### src/rtl/inst_queue_pkg.sv
// Shared types and widths for the instruction queue between fetch and decode.
package inst_queue_pkg;

    localparam int XLEN = 64;
    localparam int ILEN = 32;

    typedef struct packed {
        logic [XLEN-1:0] pc;
        logic [ILEN-1:0] inst;
        logic            misalign;
    } iq_entry_t;

endpackage

### src/rtl/iq_ptr_ctrl.sv
// Read/write pointer, full/empty and occupancy logic for the instruction queue.
module iq_ptr_ctrl #(
    parameter int DEPTH = 4
) (
    input  logic                     clk,
    input  logic                     reset,
    input  logic                     flush,
    input  logic                     in_valid,
    input  logic                     out_ready,
    output logic                     in_ready,
    output logic                     out_valid,
    output logic                     push,
    output logic [$clog2(DEPTH)-1:0] waddr,
    output logic [$clog2(DEPTH)-1:0] raddr,
    output logic [$clog2(DEPTH):0]   count
);

    localparam int AW = $clog2(DEPTH);

    logic [AW:0] wptr;
    logic [AW:0] rptr;
    logic        full;
    logic        empty;
    logic        pop;

    // MSB is the wrap bit: same address with differing wrap means full
    assign full  = (wptr[AW-1:0] == rptr[AW-1:0]) && (wptr[AW] != rptr[AW]);
    assign empty = (wptr == rptr);

    assign in_ready  = !full && !flush;
    assign out_valid = !empty && !flush;
    assign push      = in_valid && in_ready;
    assign pop       = out_valid && out_ready;

    assign waddr = wptr[AW-1:0];
    assign raddr = rptr[AW-1:0];
    assign count = wptr - rptr;

    always_ff @(posedge clk or negedge reset) begin
        if (!reset) begin
            wptr <= '0;
            rptr <= '0;
        end else if (flush) begin
            wptr <= '0;
            rptr <= '0;
        end else begin
            if (push) wptr <= wptr + 1'b1;
            if (pop)  rptr <= rptr + 1'b1;
        end
    end

endmodule

### src/rtl/inst_queue.sv
// Fetch-to-decode instruction queue (circular buffer, 1-cycle latency).
// Define IQ_PERF_EN to add the stall_cnt/empty_cnt performance counters.
module inst_queue
    import inst_queue_pkg::*;
#(
    parameter int DEPTH = 4
) (
    input  logic                   clk,
    input  logic                   reset,
    input  logic                   flush,
    input  logic                   in_valid,
    output logic                   in_ready,
    input  logic [XLEN-1:0]        in_pc,
    input  logic [ILEN-1:0]        in_inst,
    output logic                   out_valid,
    input  logic                   out_ready,
    output logic [XLEN-1:0]        out_pc,
    output logic [ILEN-1:0]        out_inst,
    output logic                   out_misalign,
    output logic [$clog2(DEPTH):0] count
`ifdef IQ_PERF_EN
    ,
    output logic [63:0]            stall_cnt,
    output logic [63:0]            empty_cnt
`endif
);

    localparam int AW = $clog2(DEPTH);

    logic          push;
    logic [AW-1:0] waddr;
    logic [AW-1:0] raddr;
    iq_entry_t     mem [DEPTH];
    iq_entry_t     head;

    iq_ptr_ctrl #(
        .DEPTH(DEPTH)
    ) u_ptr (
        .clk      (clk),
        .reset    (reset),
        .flush    (flush),
        .in_valid (in_valid),
        .out_ready(out_ready),
        .in_ready (in_ready),
        .out_valid(out_valid),
        .push     (push),
        .waddr    (waddr),
        .raddr    (raddr),
        .count    (count)
    );

    always_ff @(posedge clk) begin
        if (push) begin
            mem[waddr] <= '{pc: in_pc, inst: in_inst,
                            misalign: (in_pc[1:0] != 2'b00)};
        end
    end

    assign head         = mem[raddr];
    assign out_pc       = head.pc;
    assign out_inst     = head.inst;
    assign out_misalign = head.misalign;

`ifdef IQ_PERF_EN
    always_ff @(posedge clk or negedge reset) begin
        if (!reset) begin
            stall_cnt <= '0;
            empty_cnt <= '0;
        end else begin
            if (in_valid && !in_ready && !flush && stall_cnt != '1)
                stall_cnt <= stall_cnt + 64'd1;
            if (out_ready && !out_valid && empty_cnt != '1)
                empty_cnt <= empty_cnt + 64'd1;
        end
    end
`endif

endmodule
### config.mk
export PLATFORM = sky130hd
export DESIGN_NAME = inst_queue
export DESIGN_NICKNAME = d
export VERILOG_FILES = /design/src/rtl/inst_queue_pkg.sv /design/src/rtl/iq_ptr_ctrl.sv /design/src/rtl/inst_queue.sv
export SDC_FILE = /design/constraint.sdc
export NUM_CORES = 1
export LEC_CHECK = 0
export BUFFER_PORTS_ARGS = -buffer_cell sky130_fd_sc_hd__clkbuf_2
export CAP_MARGIN = 20
export CORE_MARGIN = 5
export CORE_UTILIZATION = 55
export DETAILED_ROUTE_END_ITERATION = 7
export GPL_ROUTABILITY_DRIVEN = 0
export GPL_TIMING_DRIVEN = 0
export PLACE_DENSITY = 0.77
export SLEW_MARGIN = 25
export SYNTH_ARGS = -nofsm -noshare
export SYNTH_HDL_FRONTEND = slang
export SYNTH_SLANG_ARGS = --single-unit
### constraint.sdc
create_clock -name clk -period 11.3 [get_ports clk]
set_clock_uncertainty 0.1 [all_clocks]
set_input_delay 1.13 -clock clk [delete_from_list [all_inputs] [get_ports clk]]
set_output_delay 1.13 -clock clk [all_outputs]
set_load 0.01 [all_outputs]
After elaboration in Yosys (flattened, before gate mapping)
Memories as Yosys holds them, arrays and structs flattened.
Cells that the tools add are included.
- $add $sub $neg: 3
- mux-type cells: 6
- reductions and logical operators: 11
- equal/unequal tests: 3
- operator list (operator ; number):
    two-way mux 3 bit ; 4
    adder 3 x 1 -> 3 bit (second input constant) ; 2
    nonzero test 2 bit ; 3
    logical AND 1 bit ; 5
    equality test 3 bit ; 1
    zero test 1 bit ; 3
    subtractor 3 bit ; 1
    equality test 2 bit ; 1
    two-way mux 1 bit ; 2
    != test 1 bit ; 1
- input port bits: 101
- register bits after elaboration: 6
- logic and storage cells: 26
- memory bits (writable): 388
- memories: 1
- memory list (memory ; depth ; width ; rd ports ; clocked after Yosys merged registers in ; wr ports ; RTL line ; text):
    mem ; 4 ; 97 ; 1 ; 0 ; 1 ; inst_queue.sv:33 ; iq_entry_t mem [DEPTH];

Depth between registers and ports, before layout
Gate-level depths: netlist (run 1).
- depth after elaboration: 7
- gate-level depth with buffers: 8

Cells and area by module
From an unflattened synthesis (run 1), not the netlist that was laid out.
- cell total of the unflattened synthesis: 573
- area, all modules: 14582.7 µm²
- by module, submodules not included (module ; instances ; cells each ; sequential area each (µm²) ; area each (µm²)):
    inst_queue ; 1 ; 512 ; 11651.2 ; 14037.2
    iq_ptr_ctrl ; 1 ; 61 ; 150.1 ; 545.5

Worst setup path before layout (run 1)
OpenSTA, ideal clock, no wires.
- path kind: input to register
- from: in flush
- to: mem mem[1][0] in the netlist's numbering, enable pin
- required time: 10733 ps
- path buffers: 1
- library setup time: 467 ps
- cell stages on the path: 3
- arrival time: 3833 ps
- path slack: 6900 ps
- cell sequence: buf_2 -> a31oi_4 -> and3_1
- cells in the longest elaborated chain, start to end: 5
- RTL lines (element ; RTL line ; text):
    start: declaration ; inst_queue.sv:10 ; input logic flush,
    zero test 1 bit ; iq_ptr_ctrl.sv:30 ; assign in_ready = !full && !flush;
    logical AND 1 bit ; iq_ptr_ctrl.sv:30 ;
    named net in_ready ; inst_queue.sv:12 ; output logic in_ready,
    logical AND 1 bit ; iq_ptr_ctrl.sv:32 ; assign push = in_valid && in_ready;
    two-way mux 1 bit ; inst_queue.sv:53 ; if (push) begin
    two-way mux 1 bit (not written as such) ; inst_queue.sv:54 ; mem[waddr] <= '{pc: in_pc, inst: in_inst,
    end: declaration ; inst_queue.sv:33 ;
The timed path passes the listed nets, and every way through them passes these cells.

Worst setup path in the final report (run 1)
- from: reg u_ptr.rptr[1]
- to: out in_ready
- cells in the longest elaborated chain, start to end: 4
- RTL lines (element ; RTL line ; text):
    start: declaration ; iq_ptr_ctrl.sv:21 ; logic [AW:0] rptr;
    start signal: assignment ; iq_ptr_ctrl.sv:48 ; if (pop) rptr <= rptr + 1'b1;
    equality test 2 bit ; iq_ptr_ctrl.sv:27 ; assign full = (wptr[AW-1:0] == rptr[AW-1:0]) && (wptr[AW] != rptr[AW]);
    logical AND 1 bit ; iq_ptr_ctrl.sv:27 ;
    zero test 1 bit ; iq_ptr_ctrl.sv:30 ;
    logical AND 1 bit ; iq_ptr_ctrl.sv:30 ;
    end: declaration ; inst_queue.sv:12 ;
Every way passes these cells.

==> run summary, run 1 <==
Total GRT Usage -> 18.2%
initial DRC count -> 559
# IOs -> 203
reg2reg setup slack -> 8.06 ns
power per cell area -> 224 nW/um^2
Critical Path AT -> 2.51 ns
max-cap check violation count -> 0
relative slew slack -> 56.9%
Nets -> 931
Clock Tree Buf Depth -> 3
area of the mapped netlist -> 14600 sq um
DIE WIDTH -> 173 um
Die Footprint -> 29800 sq um
WL/cell -> 23.0 um
number of global-route vias before repair -> 7475
cts repair resizes -> 0
final worst slack -> 7.56 ns
Slew Viols, Final -> 0
post-synth top area cell -> edfxtp_1
drt total wl -> 27.2 mm
share of layout cells above drive strength 1 -> 45.2%
Final Hold Fails -> 0
CTS Buf Count -> 39
register area share after synthesis -> 81.1%
initial antenna violation count -> 0
via count -> 6804
chip height -> 173 um
worst hold path class -> in2async
crit path time final -> 3.74 ns
Final Core Density -> 66.6%
DP Worst Slack -> 8.01 ns
element type at the critical path end -> primary output
critical path required time -> 10.07 ns
TritonCTS clock tree -> yes
P_sw -> 1040 uW
Final ANT Viol Nets -> 0
synthesized flop and latch total -> 394
outcome -> complete, no violations
Cell variety after synth -> 31
postcts setup bufs -> 0
PortBufs -> 201
Worst path max stage delay -> 0.35 ns
detailed placement HPWL -> 17.8 mm
leakage -> 0.00588 uW
Mapped Cells -> 572
startpoint class of the critical path -> register
Avg Vias per Cell -> 5.74
largest net degree at the start of global routing -> 46
CTS root buf -> clkbuf_16
total grt overflow -> 0
Final Cycle Share -> 33.1%
Comb power frac -> 24.2%
fill count -> 1624
Area contributors post-synth -> edfxtp_1 (80%), mux4_2 (15%), dfrtp_1 (1.0%), ha_1 (0.60%), buf_4 (0.46%)
worst-margin pin slew -> 0.647 ns
crit-path max FO -> 10
DRC viols -> 0
crit-path cells -> buf_2 -> buf_2 -> inv_1 -> ha_1 -> clkbuf_2 -> a31oi_4 -> clkbuf_2
core footprint -> 26100 sq um
synth warn -> 0
row count -> 59
Initial Utilization -> 55.9%
H-tree level count -> 2
Buffers & Inverters on Critical Path -> 5
# hold bufs at CTS -> 0
Net Sw Frac -> 26.9%
Mean Syn Cell Area -> 25.5 sq um
unrepaired setup endpoints after global routing -> no
ANT cells -> 0
Largest delay share family, worst path -> buffers and inverters
clk_lat worst skew -> 0.51 ns
CTS Sinks -> 394
Internal Power -> 2840 uW
kind of critical path -> reg2out
setup violators final -> 0
fmax -> 268 MHz
Syn-to-layout area delta -> 19.2%
Pre-Repair DR Iteration Count -> 4
Worst VDD drop -> 0.000185 V
most common cell after layout, fill and taps aside -> edfxtp_1
syn nets -> 681
Reg clk slew, reported paths -> 0.06 ns
first-pass GRT wire length -> 42.4 mm
share of the synthesized area in the top cell type -> 80.0%
proportion of power drawn by the clock network -> 29.9%
Slowest-stage cell, CP -> dfrtp_1
most frequent cells in the layout -> edfxtp_1 (388), clkbuf_2 (202), mux4_2 (97)
Flop pwr share -> 46.0%
setup_tns -> 0 ns
-- metrics by stage --
stage / hold slack, ns / cells / cell area [sq um] / power, uW
after floorplan: 0.487 / 572 / 14600 / 2400
after global placement: 0.506 / 1108 / 16000 / 2740
after detailed placement: 0.555 / 1116 / 16200 / 2770
after CTS: 0.319 / 1185 / 17400 / 3930
after global routing: 0.322 / 1185 / 17400 / 4070
final: 0.351 / 1185 / 17400 / 3880
-- state kept, by name (all words and copies together) (netlist names) --
register and flops:
mem 388, u_ptr.rptr 3, u_ptr.wptr 3
-- synth_stat cells --
| cell | number |
|---|---|
| a21oi_1 | 3 |
| buf_2 | 8 |
| or2_2 | 1 |
| dfrtp_1 | 6 |
| inv_1 | 5 |
| mux4_2 | 97 |
| o311ai_1 | 1 |
| ha_1 | 7 |
| edfxtp_1 | 388 |
| a311oi_1 | 1 |
| and3_2 | 1 |
| and4b_1 | 3 |
| nand3_1 | 4 |
| buf_4 | 9 |
| xor2_2 | 1 |
| a31oi_4 | 1 |
| xnor2_1 | 2 |
| nand2_1 | 3 |
| a211o_1 | 1 |
| nor2_1 | 2 |
| a31oi_1 | 3 |
| buf_1 | 1 |
| fa_1 | 1 |
| and3_1 | 4 |
| nor2b_1 | 2 |
| clkbuf_1 | 8 |
| nand2b_1 | 1 |
| clkbuf_2 | 1 |
| nor3b_1 | 1 |
| o311ai_0 | 3 |
| a32oi_1 | 3 |
-- layer usage --
| metal | GRT usage [%] | up-vias | wire length [um] |
|---|---|---|---|
| li1 | - | 2985 | - |
| met1 | 23.2 | 3466 | 10100 |
| met2 | 30.1 | 299 | 13800 |
| met3 | 6.46 | 54 | 2640 |
| met4 | 5.14 | 0 | 666 |
| met5 | 0 | - | 0 |
-- power groups by stage --
stage / Combinational, uW / Clock, uW / Sequential, uW
after floorplan: 586 / 0 / 1810
after global placement: 910 / 0 / 1830
after detailed placement: 955 / 0 / 1820
after CTS: 961 / 1190 / 1790
after global routing: 1020 / 1260 / 1790
final: 939 / 1160 / 1790
-- worst paths after layout --
check	cells past startpoint	start	to
min	1	reset	u_ptr.rptr[0]$_DFFE_PN0P_
max in group asynchronous	1	reset	u_ptr.rptr[1]$_DFFE_PN0P_
max	7	u_ptr.rptr[1]$_DFFE_PN0P_	in_ready
max reg2reg	9	u_ptr.rptr[1]$_DFFE_PN0P_	mem[3][19]$_DFFE_PP_
min reg2reg	2	u_ptr.rptr[1]$_DFFE_PN0P_	u_ptr.rptr[2]$_DFFE_PN0P_
min in group clk	2	u_ptr.rptr[1]$_DFFE_PN0P_	u_ptr.rptr[2]$_DFFE_PN0P_
-- kinds of logic after synthesis --
family / after synthesis / synth area share, %
AO/OA/AOI/OAI: 16 / 0.920
XOR/XNOR: 3 / 0.232
adder cells (fa/ha/maj): 8 / 0.739
buffers and inverters: 32 / 1.13
flip-flops: 394 / 81.1
multiplexers: 97 / 15.0
AND/OR/NAND/NOR: 22 / 0.920
-- final cells by class --
class | count | area, sq um | share of cell area [%]
multi-input cells | 146 | 2610 | 15.1
flip-flops and latches | 394 | 11800 | 68.0
inverters | 5 | 18.8 | 0.108
plain buffers | 27 | 146 | 0.843
repair buffers | 209 | 1200 | 6.93
well taps | 335 | 419 | 2.41
clock inverters | 16 | 97.6 | 0.562
clock buffers | 53 | 1060 | 6.10
-- worst register-to-register path, cell delays in order (launching register included) --
cell	delay (ns)
dfrtp_1	0.35
buf_2	0.27
buf_2	0.31
inv_1	0.14
ha_1	0.30
clkbuf_2	0.19
a31oi_4	0.25
and3_4	0.37
buf_16	0.30
buf_16	0.31
(Power assumes the default switching activity.)
==> run 2, diff against run 1 <==
--- a/config.mk
+++ b/config.mk
@@ -5,14 +5,15 @@
 export SDC_FILE = /design/constraint.sdc
 export NUM_CORES = 1
 export LEC_CHECK = 0
+export ABC_AREA = 1
 export BUFFER_PORTS_ARGS = -buffer_cell sky130_fd_sc_hd__clkbuf_2
 export CAP_MARGIN = 20
 export CORE_MARGIN = 5
-export CORE_UTILIZATION = 55
+export CORE_UTILIZATION = 51
 export DETAILED_ROUTE_END_ITERATION = 7
 export GPL_ROUTABILITY_DRIVEN = 0
 export GPL_TIMING_DRIVEN = 0
-export PLACE_DENSITY = 0.77
+export PLACE_DENSITY = 0.75
 export SLEW_MARGIN = 25
 export SYNTH_ARGS = -nofsm -noshare
 export SYNTH_HDL_FRONTEND = slang
==> constraint.sdc (replaced) <==
create_clock -name clk -period 3 [get_ports clk]
set_clock_uncertainty 0.1 [all_clocks]
set_input_delay 0.3 -clock clk [delete_from_list [all_inputs] [get_ports clk]]
set_output_delay 0.3 -clock clk [all_outputs]
set_load 0.01 [all_outputs]
==> run 2 against run 1 <==
  * Wire length up 37%
  * Synthesized area up 1.5%
  * Critical path type is now reg2reg
  * Count of clock-buffer cells in the layout down 1
==> run summary, run 2 <==
startpoint class of the critical path -> register
first-pass GRT wire length -> 58.4 mm
synthesized flop and latch total -> 394
most common cell after layout, fill and taps aside -> edfxtp_1
proportion of power drawn by the clock network -> 34.4%
register area share after synthesis -> 79.9%
Avg Vias per Cell -> 5.51
# IOs -> 203
Nets -> 1487
Initial Utilization -> 51.6%
detailed placement HPWL -> 23.0 mm
Syn-to-layout area delta -> 30.5%
Final ANT Viol Nets -> 0
crit path time final -> 2.93 ns
Biggest register -> mem
Cell variety after synth -> 23
WL/cell -> 20.9 um
clk_lat worst skew -> 0.52 ns
number of global-route vias before repair -> 10355
critical path required time -> 3.12 ns
worst-margin pin slew -> 0.546 ns
unrepaired setup endpoints after global routing -> no
worst hold path class -> in2reg
CTS Buf Count -> 41
Top FF cell, synth -> edfxtp_1
power per cell area -> 725 nW/um^2
core footprint -> 28600 sq um
share of layout cells above drive strength 1 -> 24.0%
Reg clk slew, reported paths -> 0.06 ns
total grt overflow -> 0
synth warn -> 0
element type at the critical path end -> register
post-synth top area cell -> edfxtp_1
Final Core Density -> 67.3%
largest net degree at the start of global routing -> 23
share of the synthesized area in the top cell type -> 78.8%
Mean Syn Cell Area -> 14.7 sq um
leakage -> 0.00694 uW
initial DRC count -> 813
Final Cycle Share -> 97.5%
DRC viols -> 0
setup_tns -> 0 ns
Pre-Repair DR Iteration Count -> 5
most common cell in the synthesized netlist -> edfxtp_1
Die Footprint -> 32500 sq um
CTS Sinks -> 394
top flop regs -> mem x388, u_ptr.rptr x3, u_ptr.wptr x3
DIE WIDTH -> 180 um
most frequent cells in the layout -> edfxtp_1 (388), clkbuf_2 (204), nor2_1 (194)
Clock Tree Buf Depth -> 3
TritonCTS clock tree -> yes
outcome -> complete, no violations
Net Sw Frac -> 28.1%
Post-synth top cells -> edfxtp_1 (388), nor2_1 (198), o21ai_0 (141), o22ai_1 (97), o21ai_1 (53)
area of the mapped netlist -> 14800 sq um
relative slew slack -> 63.6%
max FFs per register -> 388
Total GRT Usage -> 22.7%
Area contributors post-synth -> edfxtp_1 (79%), nor2_1 (5.0%), o21ai_0 (4.8%), o22ai_1 (4.1%), o21ai_1 (1.8%)
initial antenna violation count -> 2
chip height -> 180 um
drt total wl -> 37.4 mm
Mapped Cells -> 1003
via count -> 9897
Post-synth EDFFs -> 388
PortBufs -> 202
ys async rst share -> 1.52%
row count -> 62
CTS root buf -> clkbuf_16
Slew Viols, Final -> 0
max-cap check violation count -> 0
P_sw -> 3920 uW
Final Hold Fails -> 0
Comb power frac -> 20.5%
Internal Power -> 10000 uW
Worst VDD drop -> 0.000553 V
Critical Path AT -> 3.05 ns
kind of critical path -> reg2reg
crit-path max FO -> 22
H-tree level count -> 2
setup violators final -> 0
fmax -> 342 MHz
syn nets -> 1112
Flop pwr share -> 45.1%
-- run 2: cell types whose count changed in the layout (fill, tap and decap cells not counted), moves of 8 or more --
cell / before / now
nor2_1: 2 / 194
o21ai_0: 0 / 141
dlygate4sd3_1: 0 / 99
mux4_2: 97 / 0
o22ai_1: 0 / 97
o21ai_1: 0 / 53
clkbuf_1: 20 / 38
buf_16: 5 / 17
buf_2: 8 / 20
nand2_1: 3 / 11
-- run 2: area by class of cell --
| class | instances | area, sq um |
|---|---|---|
| clock inverter | 22 | 165 |
| buffer | 64 | 342 |
| tap | 384 | 480 |
| antenna | 2 | 5.00 |
| fill | 1924 | 9350 |
| timing repair buffer | 332 | 2640 |
| clock buffer | 52 | 1110 |
| sequential | 394 | 11800 |
| inverter | 14 | 57.6 |
| multi-input combinational | 531 | 2680 |
-- run 2: worst max-delay path, cell delays in order, from the launching register on --
cell	delay, ns
dfrtp_1	0.40
buf_6	0.18
inv_4	0.16
clkbuf_8	0.21
buf_6	0.17
ha_4	0.22
nand2_2	0.06
inv_2	0.07
nand3_4	0.09
nand3_4	0.17
nor2_4	0.20
buf_16	0.18
buf_16	0.18
buf_12	0.20
-- run 2: power by group through the flow --
stage	Clock (uW)	Sequential [uW]	Combinational, uW
floorplan	0	6400	1470
global placement	0	6430	2590
detailed placement	0	6420	2720
CTS	4870	6300	2850
global route	5100	6320	3130
finish	4800	6310	2870
-- run 2: stage by stage --
step | power [uW] | std cells | cell area, sq um | hold WS [ns] | setup WS [ns]
floorplan | 7870 | 1003 | 14900 | -0.0956 | -0.369
global placement | 9020 | 1589 | 16400 | 0.0352 | -1.78
detailed placement | 9140 | 1611 | 16900 | 0.0392 | -0.367
CTS | 14000 | 1793 | 19300 | 0.00483 | 0.00292
global route | 14500 | 1795 | 19300 | 0.0221 | 0.0141
finish | 14000 | 1795 | 19300 | 0.00904 | 0.0749
-- run 2: logic make-up (layout without fill, tap and decap cells) --
family | Yosys count | in the layout | share of synthesized area (%)
flip-flops | 394 | 394 | 79.9
adder cells (fa/ha/maj) | 8 | 8 | 0.728
XOR/XNOR | 3 | 3 | 0.178
other | 0 | 2 | 0
AO/OA/AOI/OAI | 293 | 293 | 10.8
buffers and inverters | 78 | 484 | 2.53
AND/OR/NAND/NOR | 227 | 227 | 5.94
-- run 2: layer usage --
metal	up-vias	part of all wire, %	GRT usage (%)
met1	4801	40	30.3
li1	4553	-	-
met5	-	0	0
met3	79	7.9	4.70
met2	464	50	38.3
met4	0	2.3	6.38
-- run 2: what timing repair did --
| action | 4_1_cts | 5_1_grt |
|---|---|---|
| pin swaps | 4 | 0 |
| hold buffers | 99 | 0 |
| setup endpoints to repair | 209 | 43 |
| gates resized for setup | 1 | 2 |
| endpoints found under the hold margin | 395 | 0 |
| setup buffers | 9 | 0 |
-- run 2: final timing paths --
| kind | startpoint | end | slack [ns] | depth (start not counted) |
|---|---|---|---|---|
| setup / recovery | u_ptr.rptr[1]$_DFFE_PN0P_ | mem[3][21]$_DFFE_PP_ | 0.07 | 13 |
| hold / removal | flush | u_ptr.rptr[0]$_DFFE_PN0P_ | 0.009 | 4 |
| setup reg to reg | u_ptr.rptr[1]$_DFFE_PN0P_ | mem[3][21]$_DFFE_PP_ | 0.07 | 13 |
| hold reg to reg | u_ptr.wptr[0]$_DFFE_PN0P_ | u_ptr.wptr[0]$_DFFE_PN0P_ | 0.49 | 2 |
| max in group asynchronous | reset | u_ptr.rptr[0]$_DFFE_PN0P_ | 2.57 | 2 |
| min in group asynchronous | reset | u_ptr.wptr[2]$_DFFE_PN0P_ | 0.05 | 2 |
